--- config.mk ---
export PLATFORM = sky130hd
export DESIGN_NAME = shift_seq_ctrl
export DESIGN_NICKNAME = d
export VERILOG_FILES = /design/src/rtl/shift_seq_pkg.sv /design/src/rtl/shift_l1_stage.sv /design/src/rtl/shift_seq_ctrl.sv
export SDC_FILE = /design/constraint.sdc
export NUM_CORES = 1
export LEC_CHECK = 0
export BUFFER_PORTS_ARGS = -buffer_cell sky130_fd_sc_hd__buf_2
export CAP_MARGIN = 20
export CORE_MARGIN = 2
export CORE_UTILIZATION = 51
export DETAILED_ROUTE_END_ITERATION = 10
export MAX_ROUTING_LAYER = met4
export PLACE_DENSITY = 0.82
export SETUP_SLACK_MARGIN = 0.1
export SKIP_LAST_GASP = 1
export SLEW_MARGIN = 20
export SYNTH_ARGS = -nofsm -noshare
export SYNTH_HDL_FRONTEND = slang
export SYNTH_SLANG_ARGS = --single-unit
export TNS_END_PERCENT = 50
--- constraint.sdc ---
create_clock -name CLK -period 4.5 [get_ports CLK]
set_input_delay 0.675 -clock CLK [delete_from_list [all_inputs] [get_ports CLK]]
set_output_delay 0.675 -clock CLK [all_outputs]
set_load 0.01 [all_outputs]
--- src/rtl/shift_seq_pkg.sv ---
// Shared definitions for the multi-cycle shift sequencer.
// State encodings and default datapath sizes.
package shift_seq_pkg;

  localparam int DEF_WIDTH = 16;
  localparam int DEF_AMT_W = 4;

  typedef enum logic [1:0] {
    ST_IDLE  = 2'd0,
    ST_SHIFT = 2'd1,
    ST_DONE  = 2'd2
  } state_t;

endpackage

--- src/rtl/shift_l1_stage.sv ---
// Single shift-left-by-one stage.
// The extra top bit carries the bit pushed out of the MSB.
module shift_l1_stage #(
  parameter int WIDTH = 16
) (
  input  logic [WIDTH-1:0] din,
  output logic [WIDTH:0]   dout
);

  assign dout = {din, 1'b0};

endmodule

--- src/rtl/shift_seq_ctrl.sv ---
// Iterative left-shift sequencer with start/busy/done handshake.
// One bit per clock through a single shift stage.
module shift_seq_ctrl
  import shift_seq_pkg::*;
#(
  parameter int WIDTH = DEF_WIDTH,
  parameter int AMT_W = DEF_AMT_W
) (
  input  logic             CLK,
  input  logic             Reset,
  input  logic             start,
  input  logic [WIDTH-1:0] data_in,
  input  logic [AMT_W-1:0] amount,
  output logic             busy,
  output logic             done,
  output logic [WIDTH-1:0] result,
  output logic             carry,
  output logic             ovf
);

  state_t           state;
  logic [WIDTH-1:0] work;
  logic [AMT_W-1:0] cnt;
  logic [WIDTH:0]   sh;

  shift_l1_stage #(
    .WIDTH (WIDTH)
  ) u_sh (
    .din  (work),
    .dout (sh)
  );

  assign result = work;

  always_ff @(posedge CLK) begin
    if (!Reset) begin
      state <= ST_IDLE;
      busy  <= 1'b0;
      done  <= 1'b0;
      work  <= '0;
      cnt   <= '0;
      carry <= 1'b0;
      ovf   <= 1'b0;
    end else begin
      unique case (state)
        ST_IDLE: begin
          done <= 1'b0;
          if (start) begin
            work  <= data_in;
            cnt   <= amount;
            carry <= 1'b0;
            ovf   <= 1'b0;
            busy  <= 1'b1;
            state <= ST_SHIFT;
          end
        end
        ST_SHIFT: begin
          if (cnt == '0) begin
            done  <= 1'b1;
            state <= ST_DONE;
          end else begin
            work  <= sh[WIDTH-1:0];
            carry <= sh[WIDTH];
            ovf   <= ovf | sh[WIDTH];
            cnt   <= cnt - AMT_W'(1);
          end
        end
        ST_DONE: begin
          done  <= 1'b0;
          busy  <= 1'b0;
          state <= ST_IDLE;
        end
        default: begin
          done  <= 1'b0;
          busy  <= 1'b0;
          state <= ST_IDLE;
        end
      endcase
    end
  end

endmodule

; Word level (Yosys, flattened, before mapping)
; Cells that the tools add are included.
[op_classes]
add_sub_neg = 1
n_eq_ne = 4
n_mux = 16
bitwise_logic = 2
reduce_logical = 7
[op_table]
columns = operator, n
row1 = $mux W16, 2
row2 = $pmux W16 S2, 1
row3 = $mux W4, 2
row4 = $pmux W4 S2, 1
row5 = $ne A2 B2 Y1 const B, 3
row6 = $pmux W1 S2, 3
row7 = $reduce_and A2 Y1, 3
row8 = $logic_not A4 Y1, 1
row9 = $mux W1, 4
row10 = $mux W2, 2
row11 = $pmux W2 S2, 1
row12 = $sub A4 B1 Y4 const B, 1
row13 = $reduce_and A3 Y1, 1
row14 = $eq A2 B1 Y1 const B, 1
row15 = $logic_not A2 Y1, 1
row16 = $reduce_bool A2 Y1, 1
row17 = $not A1 Y1, 1
row18 = $or A1 B1 Y1, 1
[totals]
regBits = 26
inputBits = 23
output_inout_bits = 20
wordCells = 37

; Depth between registers and ports, before layout
[depth]
word_depth = 3
ltp_mapped = 7
depth_no_buf = 6

; Modules after synthesis
; Synthesis repeated with hierarchy kept, for this count alone.
[hier_totals]
cells_unflattened = 159
area_unflattened_um2 = 1386.3
[modules_own_cells]
columns = module, instances, cells_per_inst, area_per_inst_um2, seq_area_each_um2
row1 = shift_seq_ctrl, 1, 141, 1255.0, 520.5
row2 = shift_l1_stage, 1, 18, 131.4, 0.0

; Least setup slack after synthesis
; OpenSTA, ideal clock, no wires.
[synth_timing]
kind = reg2reg
start = register cnt[0]
end = register work[11] (netlist: result[11])
arrival_ns = 1.483
required_ns = 4.384
path_slack_ns = 2.901
path_stages_with_launch = 8
path_buffers = 1
period_less_slack_ns = 1.599
path_cell_list = dfxtp_1 -> inv_1 -> ha_1 -> nor3b_2 -> a211oi_2 -> buf_4 -> nand3_1 -> o211a_1
[synth_via]
elab_chain_len = 3
[synth_rtl]
columns = item, line_no
row1 = from (decl), shift_seq_ctrl.sv:23  ; logic [AMT_W-1:0] cnt;
row2 = from (signal assigned), shift_seq_ctrl.sv:50  ; cnt <= amount;
row3 = from (signal assigned), shift_seq_ctrl.sv:65  ; cnt <= cnt - AMT_W'(1);
row4 = $logic_not A4 Y1, shift_seq_ctrl.sv:58  ; if (cnt == '0) begin
row5 = $ne A2 B2 Y1 (no line), n/a
row6 = $reduce_and A3 Y1 (no line), n/a
row7 = to (signal assigned), shift_seq_ctrl.sv:49  ; work <= data_in;
row8 = to (signal assigned), shift_seq_ctrl.sv:62  ; work <= sh[WIDTH-1:0];
row9 = to (decl), shift_seq_ctrl.sv:22  ; logic [WIDTH-1:0] work;
; Every way passes these cells.
; A chain may end at the register's enable or synchronous reset.

; Final worst setup path
[layout_timing]
start = register cnt[0]
end = register work[15] (netlist: result[15])
; The elaborated chain is that of the path after synthesis.

==> out/results.tsv <==
metric	value	unit
first-pass GRT wire length	4240	um
Max-slew headroom	0.493	
post-route ant nets	0	
Nets	203	
clk_lat worst skew	310	ps
CTS Buffer Depth	2	
met2 wire length	1380	um
largest cells by area after synthesis	dfxtp_1, o211a_1, nand2_1, nand3_1, a21boi_1	
Initial Utilization	0.536	
crit path DAT	2110	ps
CTS Sinks	26	
power consumption	611	uW
Worst Tran Pin Value	759	ps
Net Sw Frac	0.352	
Synth Area in Simple Gates	0.267	
Tcrit/Tclk final	0.421	
CORE AREA	0.00221	mm2
vias in the first global route	1010	
Rows	17	
syn_area_per_cell	8.46	um2
WL met3	112	um
Leakage	0.798	nW
Fin Setup TNS	0	ps
pins over their slew limit	0	
starting DRC count in detailed routing	22	
combinational fraction of design power	0.353	
CP max FO	25	
area delta synth->final	20.4	%
Clk pwr share	0.154	
layout cells sized above 1	0.282	
Max Clock Skew	2.60	ps
die area	0.00272	mm2
most common cell in the synthesized netlist	nand2_1	
WHS	481	ps
I/O Pins	43	
final std cells w/o fill	205	
post-synthesis mux area share	0	
DP Cell Count	201	
chip width	52.2	um
Setup crit start kind	flip-flop	
via count	1117	
total CTS buffers	3	
Pre-antenna DRT Iters	4	
Register Area	520	um2
Seq cells post-synth	26	
Crit path required time	4720	ps
Filler cells	208	
routability cong.	0.703	
unrepaired setup endpoints after global routing	false	
minimum clock period	1890	ps
Mapped Nets	164	
largest net degree at the start of global routing	34	
Hold/Removal Path Class	flip-flop to flip-flop	
ys async rst share	0	
Flop pwr share	0.493	
commonest cells in the netlist	nand2_1, dfxtp_1, nand3_1, o211a_1, clkbuf_1	
Sw Pwr	215	uW
post-CTS sizing	0	
status	finished clean	
Total GRT Usage	0.217	
IO Port Bufs	42	
Seq/Total Area, Yosys	0.439	
uppermost layer routed	met4	
crit end category	flip-flop	
Yosys top cell area share	0.439	
CTS tree	done	
library cells used by synthesis	32	
Synth Cell Area	0.00118	mm2
largest family of logic cells by synthesized area	simple AND/OR/NAND/NOR gates	
WL/cell	13.0	um
Post-synth EDFFs	0	
Max Clk Rate	0.528	GHz
Adder-Cell Fraction of Synth Area	0.0106	
Finish-stage setup viols	0	
Max-Cap Viols	0	
post-synthesis xor/xnor area fraction	0	
H-tree depth	1	
ant diodes	0	
DIE HEIGHT	52.2	um
Fin. Hold Viols	0	
area of the multi-input gates	608	um2
drt total wl	2660	um
Synthesis Warnings	0	
maximum resistive drop on vdd	297	uV
clock root buffer	clkbuf_4	
pre-CTS setup slack	2170	ps
clock slew at reported path FFs	130	ps
HPWL Detailed	1870	um
area leader, netlist	dfxtp_1	
Int Pwr	396	uW
compound-cell area share of the yosys netlist	0.229	
CP Class	flip-flop to flip-flop	
M1 WL	1120	um
ys flop type	dfxtp_1	
DRC violations left	0	
Pwr Density	428	mW/mm2
Congestion Overflow GR	0	
Post-CTS Hold Fix Bufs	0	
initial antenna violation count	0	
cells after synthesis	140	
postcts setup bufs	0	
Vias/cell	5.45	
worst setup margin	2610	ps
-- path summary, 6_finish.rpt --
path,startpoint,end,slack (ps),cells after the start
setup reg to reg,cnt[0],result[15],2610,7
hold reg to reg,cnt[1],cnt[1],480,2
hold / removal,cnt[1],cnt[1],480,2
setup / recovery,cnt[0],result[15],2610,7
-- state kept, by name (all words and copies together), names as in the netlist --
signal and flops:
done 1, result 16, ovf 1, state 2, carry 1, busy 1, cnt 4
-- metal layers --
metal,vias to the layer above,global-route usage
met1,518,0.254
met4,0,0.0897
met2,30,0.378
li1,564,-
met5,-,-
met3,5,0.0257
-- stage by stage --
step	cell area, um2	utilization
floorplan	1180	-
global placement	1390	0.630
detailed placement	1390	0.630
CTS	1420	0.640
global route	1430	0.645
finish	1430	0.645
-- placed cells by master (no fill, tap or decap) --
cell type	instances
buf_2	42
nand2_1	37
dfxtp_1	26
nand3_1	16
o211a_1	16
nor2_1	4
nor2b_1	3
a21oi_1	3
a21boi_1	3
clkbuf_4	3
inv_1	2
nand2b_1	2
nor3b_2	1
a211oi_4	1
a211o_1	1
nor3b_1	1
a22oi_1	1
nand3b_1	1
o2bb2ai_1	1
o21a_1	1
o211ai_1	1
and3_1	1
or3_1	1
nor3_1	1
o22ai_1	1
and2_1	1
o21ai_1	1
o311a_1	1
inv_2	1
ha_1	1
buf_4	1
buf_6	1
-- kinds of logic (layout without fill, tap and decap cells) --
kind of cell	after synthesis	count (layout)
adder cells (fa/ha/maj)	1	1
AO/OA/AOI/OAI	31	31
flip-flops	26	26
AND/OR/NAND/NOR	69	69
buffers and inverters	13	50
-- critical path, cell delays in order, from the launching register on --
cell and delay, ps:
dfxtp_1 340, inv_1 60, ha_1 210, nor3b_2 190, a211oi_4 460, buf_6 270
nand3_1 120, o211a_1 140
-- power groups by stage --
stage	Sequential, mW	Combinational (mW)	Clock, mW
after floorplan	0.316	0.138	0
final	0.301	0.216	0.0944
after CTS	0.301	0.212	0.0975
after global placement	0.304	0.203	0
after detailed placement	0.306	0.211	0
after global routing	0.305	0.243	0.106
-- final cells by class --
cell class                 instances  share of cell area
multi-input combinational        101               0.426
sequential                        26               0.365
timing repair buffer              44               0.161
tap                               28              0.0246
clock buffer                       3              0.0158
inverter                           3             0.00789
(Power assumes the default switching activity.)
